### src/rtl/sorted_queue_pkg.sv
// Shared widths and per-slot operation codes for the sorted move queue.
package sorted_queue_pkg;

  localparam int MOVE_VALUE_BITS = 15;
  localparam int MOVE_KEY_BITS   = 8;
  localparam int DROP_CNT_BITS   = 16;

  typedef enum logic [2:0] {
    SLOT_HOLD,
    SLOT_SHIFT_UP,
    SLOT_SHIFT_DOWN,
    SLOT_LOAD,
    SLOT_CLEAR
  } slot_op_e;

endpackage

### src/rtl/sorted_queue_slot.sv
// One key/value register of the queue; the top decides which source it takes each edge.
module sorted_queue_slot
  import sorted_queue_pkg::*;
#(
  parameter int KEY_BITS   = MOVE_KEY_BITS,
  parameter int VALUE_BITS = MOVE_VALUE_BITS
) (
  input  logic                  clk_in,
  input  logic                  rst_in,
  input  slot_op_e              op_in,
  input  logic [KEY_BITS-1:0]   lower_key_in,
  input  logic [VALUE_BITS-1:0] lower_value_in,
  input  logic [KEY_BITS-1:0]   upper_key_in,
  input  logic [VALUE_BITS-1:0] upper_value_in,
  input  logic [KEY_BITS-1:0]   new_key_in,
  input  logic [VALUE_BITS-1:0] new_value_in,
  output logic [KEY_BITS-1:0]   key_out,
  output logic [VALUE_BITS-1:0] value_out
);

  logic [KEY_BITS-1:0]   key_q, key_d;
  logic [VALUE_BITS-1:0] value_q, value_d;

  always_comb begin
    key_d   = key_q;
    value_d = value_q;
    case (op_in)
      SLOT_SHIFT_UP: begin
        key_d   = lower_key_in;
        value_d = lower_value_in;
      end
      SLOT_SHIFT_DOWN: begin
        key_d   = upper_key_in;
        value_d = upper_value_in;
      end
      SLOT_LOAD: begin
        key_d   = new_key_in;
        value_d = new_value_in;
      end
      SLOT_CLEAR: begin
        key_d   = '0;
        value_d = '0;
      end
      default: ;
    endcase
  end

  always_ff @(posedge clk_in or posedge rst_in) begin
    if (rst_in) begin
      key_q   <= '0;
      value_q <= '0;
    end else begin
      key_q   <= key_d;
      value_q <= value_d;
    end
  end

  assign key_out   = key_q;
  assign value_out = value_q;

endmodule

### src/rtl/sorted_move_queue.sv
// Shift-register priority queue of (key, value) pairs, best key at slot 0, FIFO among equal keys.
// Optional SORTED_QUEUE_DROP_CNT_EN adds a saturating drop_count_out of overflow discards.
module sorted_move_queue
  import sorted_queue_pkg::*;
#(
  parameter int DEPTH      = 32,
  parameter int KEY_BITS   = MOVE_KEY_BITS,
  parameter int VALUE_BITS = MOVE_VALUE_BITS,
  parameter bit DESCENDING = 1'b1
) (
  input  logic                        clk_in,
  input  logic                        rst_in,
  input  logic                        flush_in,
  input  logic                        push_in,
  input  logic [KEY_BITS-1:0]         push_key_in,
  input  logic [VALUE_BITS-1:0]       push_value_in,
  input  logic                        pop_in,
  output logic                        head_valid_out,
  output logic [KEY_BITS-1:0]         head_key_out,
  output logic [VALUE_BITS-1:0]       head_value_out,
  output logic [DEPTH*KEY_BITS-1:0]   keys_out,
  output logic [DEPTH*VALUE_BITS-1:0] values_out,
  output logic [$clog2(DEPTH+1)-1:0]  count_out,
  output logic                        full_out,
`ifdef SORTED_QUEUE_DROP_CNT_EN
  output logic [DROP_CNT_BITS-1:0]    drop_count_out,
`endif
  output logic                        overflow_out
);

  localparam int              CW       = $clog2(DEPTH + 1);
  localparam logic [CW-1:0]   FULL_CNT = CW'(DEPTH);

  logic [KEY_BITS-1:0]   slot_key   [DEPTH];
  logic [VALUE_BITS-1:0] slot_value [DEPTH];
  slot_op_e              slot_op    [DEPTH];

  logic [DEPTH-1:0] valid_mask, ge_vec;
  logic [CW-1:0]    count_q, count_d, ins_pos, load_pos;
  logic             overflow_q, overflow_d;
  logic             do_pop, is_full, keep_new;

  // Sorted contents make ge_vec a prefix of ones, so its popcount is the insert slot.
  always_comb begin
    valid_mask = '0;
    ge_vec     = '0;
    ins_pos    = '0;
    for (int i = 0; i < DEPTH; i++) begin
      valid_mask[i] = CW'(i) < count_q;
      ge_vec[i]     = valid_mask[i] && (DESCENDING ? (slot_key[i] >= push_key_in)
                                                   : (slot_key[i] <= push_key_in));
      if (ge_vec[i]) ins_pos = ins_pos + CW'(1);
    end
  end

  always_comb begin
    do_pop     = pop_in && (count_q != '0);
    is_full    = count_q == FULL_CNT;
    keep_new   = !is_full || (ins_pos != FULL_CNT);
    // After the head leaves, everything that was ahead of the new entry sits one slot lower.
    load_pos   = (ins_pos == '0) ? '0 : ins_pos - CW'(1);
    count_d    = count_q;
    overflow_d = 1'b0;
    for (int i = 0; i < DEPTH; i++) slot_op[i] = SLOT_HOLD;

    if (flush_in) begin
      count_d = '0;
      for (int i = 0; i < DEPTH; i++) slot_op[i] = SLOT_CLEAR;
    end else if (push_in && do_pop) begin
      for (int i = 0; i < DEPTH; i++) begin
        if (CW'(i) < load_pos)       slot_op[i] = SLOT_SHIFT_DOWN;
        else if (CW'(i) == load_pos) slot_op[i] = SLOT_LOAD;
      end
    end else if (push_in) begin
      overflow_d = is_full;
      if (!is_full) count_d = count_q + CW'(1);
      if (keep_new) begin
        for (int i = 0; i < DEPTH; i++) begin
          if (CW'(i) == ins_pos)      slot_op[i] = SLOT_LOAD;
          else if (CW'(i) > ins_pos)  slot_op[i] = SLOT_SHIFT_UP;
        end
      end
    end else if (do_pop) begin
      count_d = count_q - CW'(1);
      for (int i = 0; i < DEPTH; i++) slot_op[i] = SLOT_SHIFT_DOWN;
    end
  end

  always_ff @(posedge clk_in or posedge rst_in) begin
    if (rst_in) begin
      count_q    <= '0;
      overflow_q <= 1'b0;
    end else begin
      count_q    <= count_d;
      overflow_q <= overflow_d;
    end
  end

`ifdef SORTED_QUEUE_DROP_CNT_EN
  logic [DROP_CNT_BITS-1:0] drop_cnt_q, drop_cnt_d;

  always_comb begin
    drop_cnt_d = drop_cnt_q;
    if (overflow_d && (drop_cnt_q != '1)) drop_cnt_d = drop_cnt_q + DROP_CNT_BITS'(1);
  end

  always_ff @(posedge clk_in or posedge rst_in) begin
    if (rst_in) drop_cnt_q <= '0;
    else        drop_cnt_q <= drop_cnt_d;
  end

  assign drop_count_out = drop_cnt_q;
`endif

  for (genvar i = 0; i < DEPTH; i++) begin : g_slot
    logic [KEY_BITS-1:0]   lower_key, upper_key;
    logic [VALUE_BITS-1:0] lower_value, upper_value;

    if (i == 0) begin : g_head
      assign lower_key   = '0;
      assign lower_value = '0;
    end else begin : g_body
      assign lower_key   = slot_key[i-1];
      assign lower_value = slot_value[i-1];
    end

    // The top slot pulls in zeros on a pop, which keeps vacated slots cleared.
    if (i == DEPTH - 1) begin : g_tail
      assign upper_key   = '0;
      assign upper_value = '0;
    end else begin : g_inner
      assign upper_key   = slot_key[i+1];
      assign upper_value = slot_value[i+1];
    end

    sorted_queue_slot #(
      .KEY_BITS   (KEY_BITS),
      .VALUE_BITS (VALUE_BITS)
    ) u_slot (
      .clk_in         (clk_in),
      .rst_in         (rst_in),
      .op_in          (slot_op[i]),
      .lower_key_in   (lower_key),
      .lower_value_in (lower_value),
      .upper_key_in   (upper_key),
      .upper_value_in (upper_value),
      .new_key_in     (push_key_in),
      .new_value_in   (push_value_in),
      .key_out        (slot_key[i]),
      .value_out      (slot_value[i])
    );

    assign keys_out[i*KEY_BITS +: KEY_BITS]       = slot_key[i];
    assign values_out[i*VALUE_BITS +: VALUE_BITS] = slot_value[i];
  end

  assign head_valid_out = count_q != '0;
  assign head_key_out   = slot_key[0];
  assign head_value_out = slot_value[0];
  assign count_out      = count_q;
  assign full_out       = count_q == FULL_CNT;
  assign overflow_out   = overflow_q;

endmodule

### config.mk
export PLATFORM = sky130hd
export DESIGN_NAME = sorted_move_queue
export DESIGN_NICKNAME = d
export VERILOG_FILES = /design/src/rtl/sorted_queue_pkg.sv /design/src/rtl/sorted_queue_slot.sv /design/src/rtl/sorted_move_queue.sv
export SDC_FILE = /design/constraint.sdc
export NUM_CORES = 2
export LEC_CHECK = 0
export CAP_MARGIN = 20
export CORE_MARGIN = 1.5
export CORE_UTILIZATION = 56
export DETAILED_ROUTE_END_ITERATION = 8
export HOLD_SLACK_MARGIN = 0.02
export PLACE_DENSITY = 0.81
export RECOVER_POWER = 100
export SLEW_MARGIN = 10
export SYNTH_ARGS = -nofsm -noshare
export SYNTH_HDL_FRONTEND = slang
export SYNTH_SLANG_ARGS = --single-unit
### constraint.sdc
create_clock -name clk_in -period 36.3 [get_ports clk_in]
set_clock_uncertainty 0.05 [all_clocks]
set_input_delay 7.26 -clock clk_in [delete_from_list [all_inputs] [get_ports clk_in]]
set_output_delay 7.26 -clock clk_in [all_outputs]
set_load 0.005 [all_outputs]
## Word level (Yosys, flattened, before mapping)

Cells that the tools add are included.

| storage, ports and cells | value |
|---|---|
| output and inout bits | 768 |
| register bits after elaboration | 743 |

| operators by class | value |
|---|---|
| reduce and logical (&&, ||, !) cells | 75 |
| mux-type cells | 238 |
| equal/unequal tests | 194 |
| $lt $le $gt $ge | 128 |
| $add $sub $neg | 34 |

Operators by type and width:

| operator | number |
|---|---|
| one-hot mux 15 bit (4 select lines) | 30 |
| one-hot mux 8 bit (4 select lines) | 30 |
| 2-to-1 mux 96 bit | 3 |
| greater-or-equal comparator 8 bit | 32 |
| 2-to-1 mux 6 bit | 37 |
| adder 6 x 1 -> 6 bit, second input constant | 32 |
| equality test 3 x 2 -> 1 bit, second input constant | 64 |
| equality test 5 x 6 -> 1 bit, first input constant | 32 |
| < comparator 5 x 6 -> 1 bit, first input constant | 32 |
| 2-to-1 mux 2 bit | 96 |
| 2-to-1 mux 95 bit | 2 |
| nonzero test 4 bit | 30 |
| equality test 3 x 1 -> 1 bit, second input constant | 32 |
| equality test 3 bit, second input constant | 32 |
| equality test 4 x 6 -> 1 bit, first input constant | 16 |
| greater-than comparator 5 x 6 -> 1 bit, first input constant | 16 |
| < comparator 4 x 6 -> 1 bit, first input constant | 16 |
| one-hot mux 15 bit (3 select lines) | 2 |
| equality test 3 x 6 -> 1 bit, first input constant | 8 |
| greater-than comparator 4 x 6 -> 1 bit, first input constant | 8 |
| < comparator 3 x 6 -> 1 bit, first input constant | 8 |
| one-hot mux 8 bit (3 select lines) | 2 |
| 2-to-1 mux 1 bit | 36 |
| logical AND 1 bit | 34 |
| 19 further kinds | 39 |

## Logic depth before layout (Yosys ltp)

| depth | value |
|---|---|
| depth after elaboration | 75 |
| depth in mapped cells | 126 |

## Modules after synthesis

Synthesis repeated with hierarchy kept, for this count alone.

| second synthesis, totals | value |
|---|---|
| cells, all modules | 6426 |
| area total of the unflattened synthesis | 60425.5 um2 |

Modules (own cells, without submodules):

| module | cells an instance | area each (um2) | instances |
|---|---|---|---|
| sorted_queue_slot | 147 | 1480.2 | 32 |
| sorted_move_queue | 1722 | 13060.0 | 1 |

## Worst setup path after synthesis

No wires, ideal clock.

| path | value |
|---|---|
| kind | in2reg |
| start point | input push_key_in[1] |
| end point | register g_slot[30].u_slot.value_q[5] |
| buffers on the path | 4 |
| arrival time | 30.926 ns |
| cell stages on the path | 121 |
| library setup time | 0.125 ns |
| setup slack | 5.199 ns |
| cell sequence | clkbuf_1 > inv_1 > ha_1 > a21oi_1 > nor2b_1 > o21ai_0 > nand2b_1 > a21oi_1 > nor2b_1 > o21ai_0 > nand2b_1 > a21oi_1 > or2_2 > inv_1 > ha_1 > buf_1 > xnor2_1 > ha_1 > [85 not listed] > ha_1 > mux2_2 > ha_1 > mux2_2 > ha_1 > mux2_2 > inv_1 > ha_1 > clkbuf_1 > nand3_1 > or3_1 > mux2i_1 > nand2_1 > o32a_1 > nor2_1 > buf_2 > mux2_2 > mux2_2 |

| between the ends | value |
|---|---|
| cells in the longest elaborated chain, start to end | 74 |
| elaborated cells between the ends (all ways) | 150 |
| classes of those cells | add/sub (32); order compare (34); eq/ne (7); mux (42); reduce/logical (35) |

Ends and longest elaborated chain:

| element | RTL line | text |
|---|---|---|
| start: declaration | sorted_move_queue.sv:15 | `input logic [KEY_BITS-1:0] push_key_in,` |
| greater-or-equal comparator 8 bit | sorted_move_queue.sv:50 | `ge_vec[i] = valid_mask[i] && (DESCENDING ? (slot_key[i] >= push_key_in)` |
| logical AND 1 bit | sorted_move_queue.sv:50 |  |
| 2-to-1 mux 1 bit | sorted_move_queue.sv:52 | `if (ge_vec[i]) ins_pos = ins_pos + CW'(1);` |
| adder 6 x 1 -> 6 bit | sorted_move_queue.sv:52 |  |
| 2-to-1 mux 6 bit | sorted_move_queue.sv:52 |  |
| adder 6 x 1 -> 6 bit | sorted_move_queue.sv:52 |  |
| 2-to-1 mux 6 bit | sorted_move_queue.sv:52 |  |
| adder 6 x 1 -> 6 bit | sorted_move_queue.sv:52 |  |
| [54 not listed] | -- |  |
| 2-to-1 mux 6 bit | sorted_move_queue.sv:52 |  |
| adder 6 x 1 -> 6 bit | sorted_move_queue.sv:52 |  |
| 2-to-1 mux 6 bit (*) | sorted_move_queue.sv:52 |  |
| branches (longest 5 deep; another with subtractor 6 x 1 -> 6 bit) | -- |  |
| 2-to-1 mux 96 bit (*) | sorted_move_queue.sv:69 | `end else if (push_in && do_pop) begin` |
| 2-to-1 mux 96 bit (*) | sorted_move_queue.sv:66 | `if (flush_in) begin` |
| equality test 3 bit (tied with other cells) | sorted_queue_slot.sv:27 | `case (op_in)` |
| one-hot mux 15 bit (4 select lines) / nonzero test 4 bit (equally long branches) | -- |  |
| end signal: assignment | sorted_queue_slot.sv:54 | `value_q <= value_d;` |
| end: declaration | sorted_queue_slot.sv:22 | `logic [VALUE_BITS-1:0] value_q, value_d;` |

Mark *: on every way between the ends.
A chain may end at the register's enable or synchronous reset.

## Worst setup path in the final report

| path | value |
|---|---|
| start point | input push_key_in[3] |
| end point | register g_slot[20].u_slot.value_q[5] |

| between the ends | value |
|---|---|
| cells in the longest elaborated chain, start to end | 74 |
| elaborated cells between the ends (all ways) | 150 |
| classes of those cells | add/sub (32); order compare (34); eq/ne (7); mux (42); reduce/logical (35) |

Ends and longest elaborated chain:

| element | RTL line |
|---|---|
| greater-or-equal comparator 8 bit | sorted_move_queue.sv:50 |
| logical AND 1 bit | sorted_move_queue.sv:50 |
| 2-to-1 mux 1 bit | sorted_move_queue.sv:52 |
| adder 6 x 1 -> 6 bit | sorted_move_queue.sv:52 |
| 2-to-1 mux 6 bit | sorted_move_queue.sv:52 |
| adder 6 x 1 -> 6 bit | sorted_move_queue.sv:52 |
| 2-to-1 mux 6 bit | sorted_move_queue.sv:52 |
| adder 6 x 1 -> 6 bit | sorted_move_queue.sv:52 |
| [54 not listed] | -- |
| 2-to-1 mux 6 bit | sorted_move_queue.sv:52 |
| adder 6 x 1 -> 6 bit | sorted_move_queue.sv:52 |
| 2-to-1 mux 6 bit (*) | sorted_move_queue.sv:52 |
| branches (longest 5 deep; another with subtractor 6 x 1 -> 6 bit) | -- |
| 2-to-1 mux 96 bit (*) | sorted_move_queue.sv:69 |
| 2-to-1 mux 96 bit (*) | sorted_move_queue.sv:66 |
| equality test 3 bit (tied with other cells) | sorted_queue_slot.sv:27 |
| one-hot mux 15 bit (4 select lines) / nonzero test 4 bit (equally long branches) | -- |
| end signal: assignment | sorted_queue_slot.sv:54 |
| end: declaration | sorted_queue_slot.sv:22 |

Marked as above.

==> impl_metrics.toml <==
[status]
status = "finished with violations"
violations = "max-capacitance violations, max-slew violations"

[grt]
grt_usage_pct = 45.3
grt_max_degree = 144
grt-ovfl-total = 0
grt_pass1_wl_um = 327000
antenna_found_initial = 14
grt_pass1_vias = 49300

[timing]
final.setup.tns_ps = 0
final-hold-violation-count = 0
setup_ws_ps = 1590
fmax_mhz = 28.8
relSlewSlack_pct = -424
worstMarginPinSlew_ps = 7860
slew_viol_final = 1022
rsz0062_at_grt = "false"
fin_crit_sh_pct = 95.6
whs_ps = 526
setup_viol_count_final = 0
layout_min_cycle_time_ps = 34710

[yosys]
synth-edff-count = 0
synth_flop_cell = "dfrtp_1"
syn_inst = 5194
yosysSeqAreaShare_pct = 35.2
synth_cell_type_count = 114
ys_ff_latch = 743
yosys_warnings = 0
syn_nets = 5516
synth_area_per_cell_um2 = 10.2
ys_async_sr_fraction_pct = 100
syn_area_um2 = 52800

[worst_setup_path]
endpoint_kind = "flop"
slowest_delay_ps = 1480
cp.arrival_ps = 35190
cp_common_cell = "ha_1"
crit_required_ps = 36790
critPathKind = "input port to flop"
setup.worst_path.start_class = "input port"
crit_fanout = 39
crit_slowest_cell = "a22oi_1"

[pwr]
intPower_mw = 3.29
combPwrFrac_pct = 62.3
switching_share_pct = 49.7
seqPwrFrac_pct = 24.1
power_density_nw_per_um2 = 101
leakagePower_nw = 30.2
finalPower_mw = 6.53
p_switching_mw = 3.24
p_clk_share_pct = 13.6
ir_worst_vdd_v = 0.000132

[routing]
firstDrtPassIters = 8
ant_nets = 0
vias = 50700
drt_wl_total_um = 223000
drc_errors = 0
first_iter_violations = 6134
routed_via_density = 7.14
wire_per_inst_um = 31.4

[clock_network]
cts_tree = "built"
cts_setup_buffers = 0
clk_pin_slew_worst_paths_ps = 60
root_buffer = "clkbuf_16"
cts_hold_buf = 0
clock-sinks = 743
cts_made_buffers = 84
cts-htree-levels = 3
cts_resized = 0
cts_buffer_depth = 3
clkLatencyLatePin_ps = 700

[finish]
n_fill_cell = 7130
fin_cells = 7105
syn_to_final_growth_pct = 22.8
drive_gt1_share_pct = 10.6
final_area_um2 = 64800
finalNetCount = 6098
fin_util_pct = 69.4

[die]
row_count = 112
fp.dieW_um = 310
io_pins = 796
core_area_um2 = 93300
dieArea_um2 = 96100
die_h_um = 310
start_util_pct = 56.6

[flow_run]
drv_cap = 19

[place]
place_ws_ps = 1710
postPlaceCellArea_um2 = 62100
gp_congestion = 0.981
io_buffer_count = 795
hpwl_um = 160000
place_inst = 6934

[hold_path]
hold_path_class = "flop to flop"
final timing paths:
check	start	endpoint	slack, ps	cells past startpoint
min in group asynchronous	rst_in	g_slot[29].u_slot.key_out[3]	8360	2
worst min register to register	g_slot[31].u_slot.value_out[14]	g_slot[31].u_slot.value_out[14]	530	2
worst max-delay path	push_key_in[3]	g_slot[20].u_slot.value_out[5]	1590	122
worst max register to register	count_out[5]	g_slot[20].u_slot.value_out[5]	7950	112
worst min-delay path	g_slot[31].u_slot.value_out[14]	g_slot[31].u_slot.value_out[14]	530	2
max in group asynchronous	rst_in	g_slot[11].u_slot.value_out[11]	11150	7
power groups by stage:
stage / combinational [mW] / clock, mW / sequential (mW)
floorplan: 2.50 / 0 / 1.37
global placement: 3.94 / 0 / 1.54
detailed placement: 4.04 / 0 / 1.55
CTS: 4.07 / 0.889 / 1.54
global route: 4.32 / 0.917 / 1.58
finish: 4.07 / 0.888 / 1.57
Yosys cell counts, types with 15 or more instances:
master / count / area [um^2]
o21a_1: 27 / 203
clkbuf_1: 323 / 1210
and3_1: 26 / 163
a31oi_1: 50 / 313
nor2_1: 276 / 1040
nor2b_1: 73 / 457
buf_2: 72 / 360
a211oi_1: 156 / 1170
a22o_1: 18 / 158
ha_1: 294 / 3680
dfrtp_1: 743 / 18600
buf_4: 26 / 195
inv_1: 109 / 409
a221o_1: 20 / 200
nand2b_1: 55 / 344
mux4_2: 149 / 3360
and2_1: 175 / 1090
mux2i_1: 669 / 6700
a22oi_1: 107 / 803
nand2_1: 242 / 908
o21ai_0: 207 / 1040
a221oi_1: 130 / 1140
nand3_1: 100 / 500
o22ai_1: 222 / 1390
a21oi_1: 292 / 1460
xnor2_1: 77 / 674
a21o_1: 45 / 338
or2_2: 17 / 106
nor3_1: 46 / 230
o221ai_1: 18 / 158
nand4_1: 15 / 93.8
nor3b_1: 15 / 113
mux2_2: 72 / 811
buf_1: 23 / 86.3
xor2_1: 33 / 289
registers in the layout (all words and copies together), names as in the netlist:
register                 count
count_out                    6
g_slot.u_slot.value_out    480
overflow_out                 1
g_slot.u_slot.key_out      256
layer usage:
layer / global-route usage, % / vias up / wire length [um]
li1: - / 20900 / -
met2: 67.5 / 3794 / 97000
met3: 13.4 / 1150 / 26100
met5: 0 / - / 83
met1: 55.4 / 24900 / 79800
met4: 34.5 / 12 / 20400
cell type report:
type,instances,area (um^2),area share (%)
Clock buffer,122,2430,3.76
Tap cell,1254,1570,2.42
Inverter,113,430,0.664
Timing Repair Buffer,944,9060,14.0
Clock inverter,29,368,0.568
Multi-Input combinational cell,3890,32300,49.9
Antenna cell,10,25.0,0.0386
Sequential cell,743,18600,28.7
cell usage in the layout, fill, tap and decap left out, types with 77 or more instances in the layout:
master / n
buf_4: 96
nand2_1: 241
mux4_2: 149
o21ai_0: 204
ha_1: 294
nand3_1: 100
dlygate4sd3_1: 767
nor2_1: 264
inv_1: 107
xnor2_1: 77
o22ai_1: 219
a21oi_1: 279
a221oi_1: 131
clkbuf_16: 84
and2_1: 117
mux2i_1: 669
dfrtp_1: 743
a211oi_1: 154
a22oi_1: 106
critical path: cells and delay by family:
family / cells / cell delay [ps]
mux: 11 / 2820
fa+ha+maj: 32 / 10040
simple gates: 38 / 5610
buf+inv: 12 / 2810
compound gates: 29 / 6600
cells by family (layout without fill, tap and decap cells):
logic type | count (synthesis) | in the layout | synth area share (%)
AOI/OAI and AO/OA | 1438 | 1438 | 18.4
muxes | 902 | 902 | 20.9
and+or+nand+nor | 1104 | 1104 | 10.5
adders and majority gates | 295 | 295 | 6.99
DFF | 743 | 743 | 35.2
buffers and inverters | 561 | 1208 | 4.40
other | 0 | 10 | 0
xor gates and xnor gates | 151 | 151 | 3.52
Note: power is estimated with default switching activity, not from simulation.
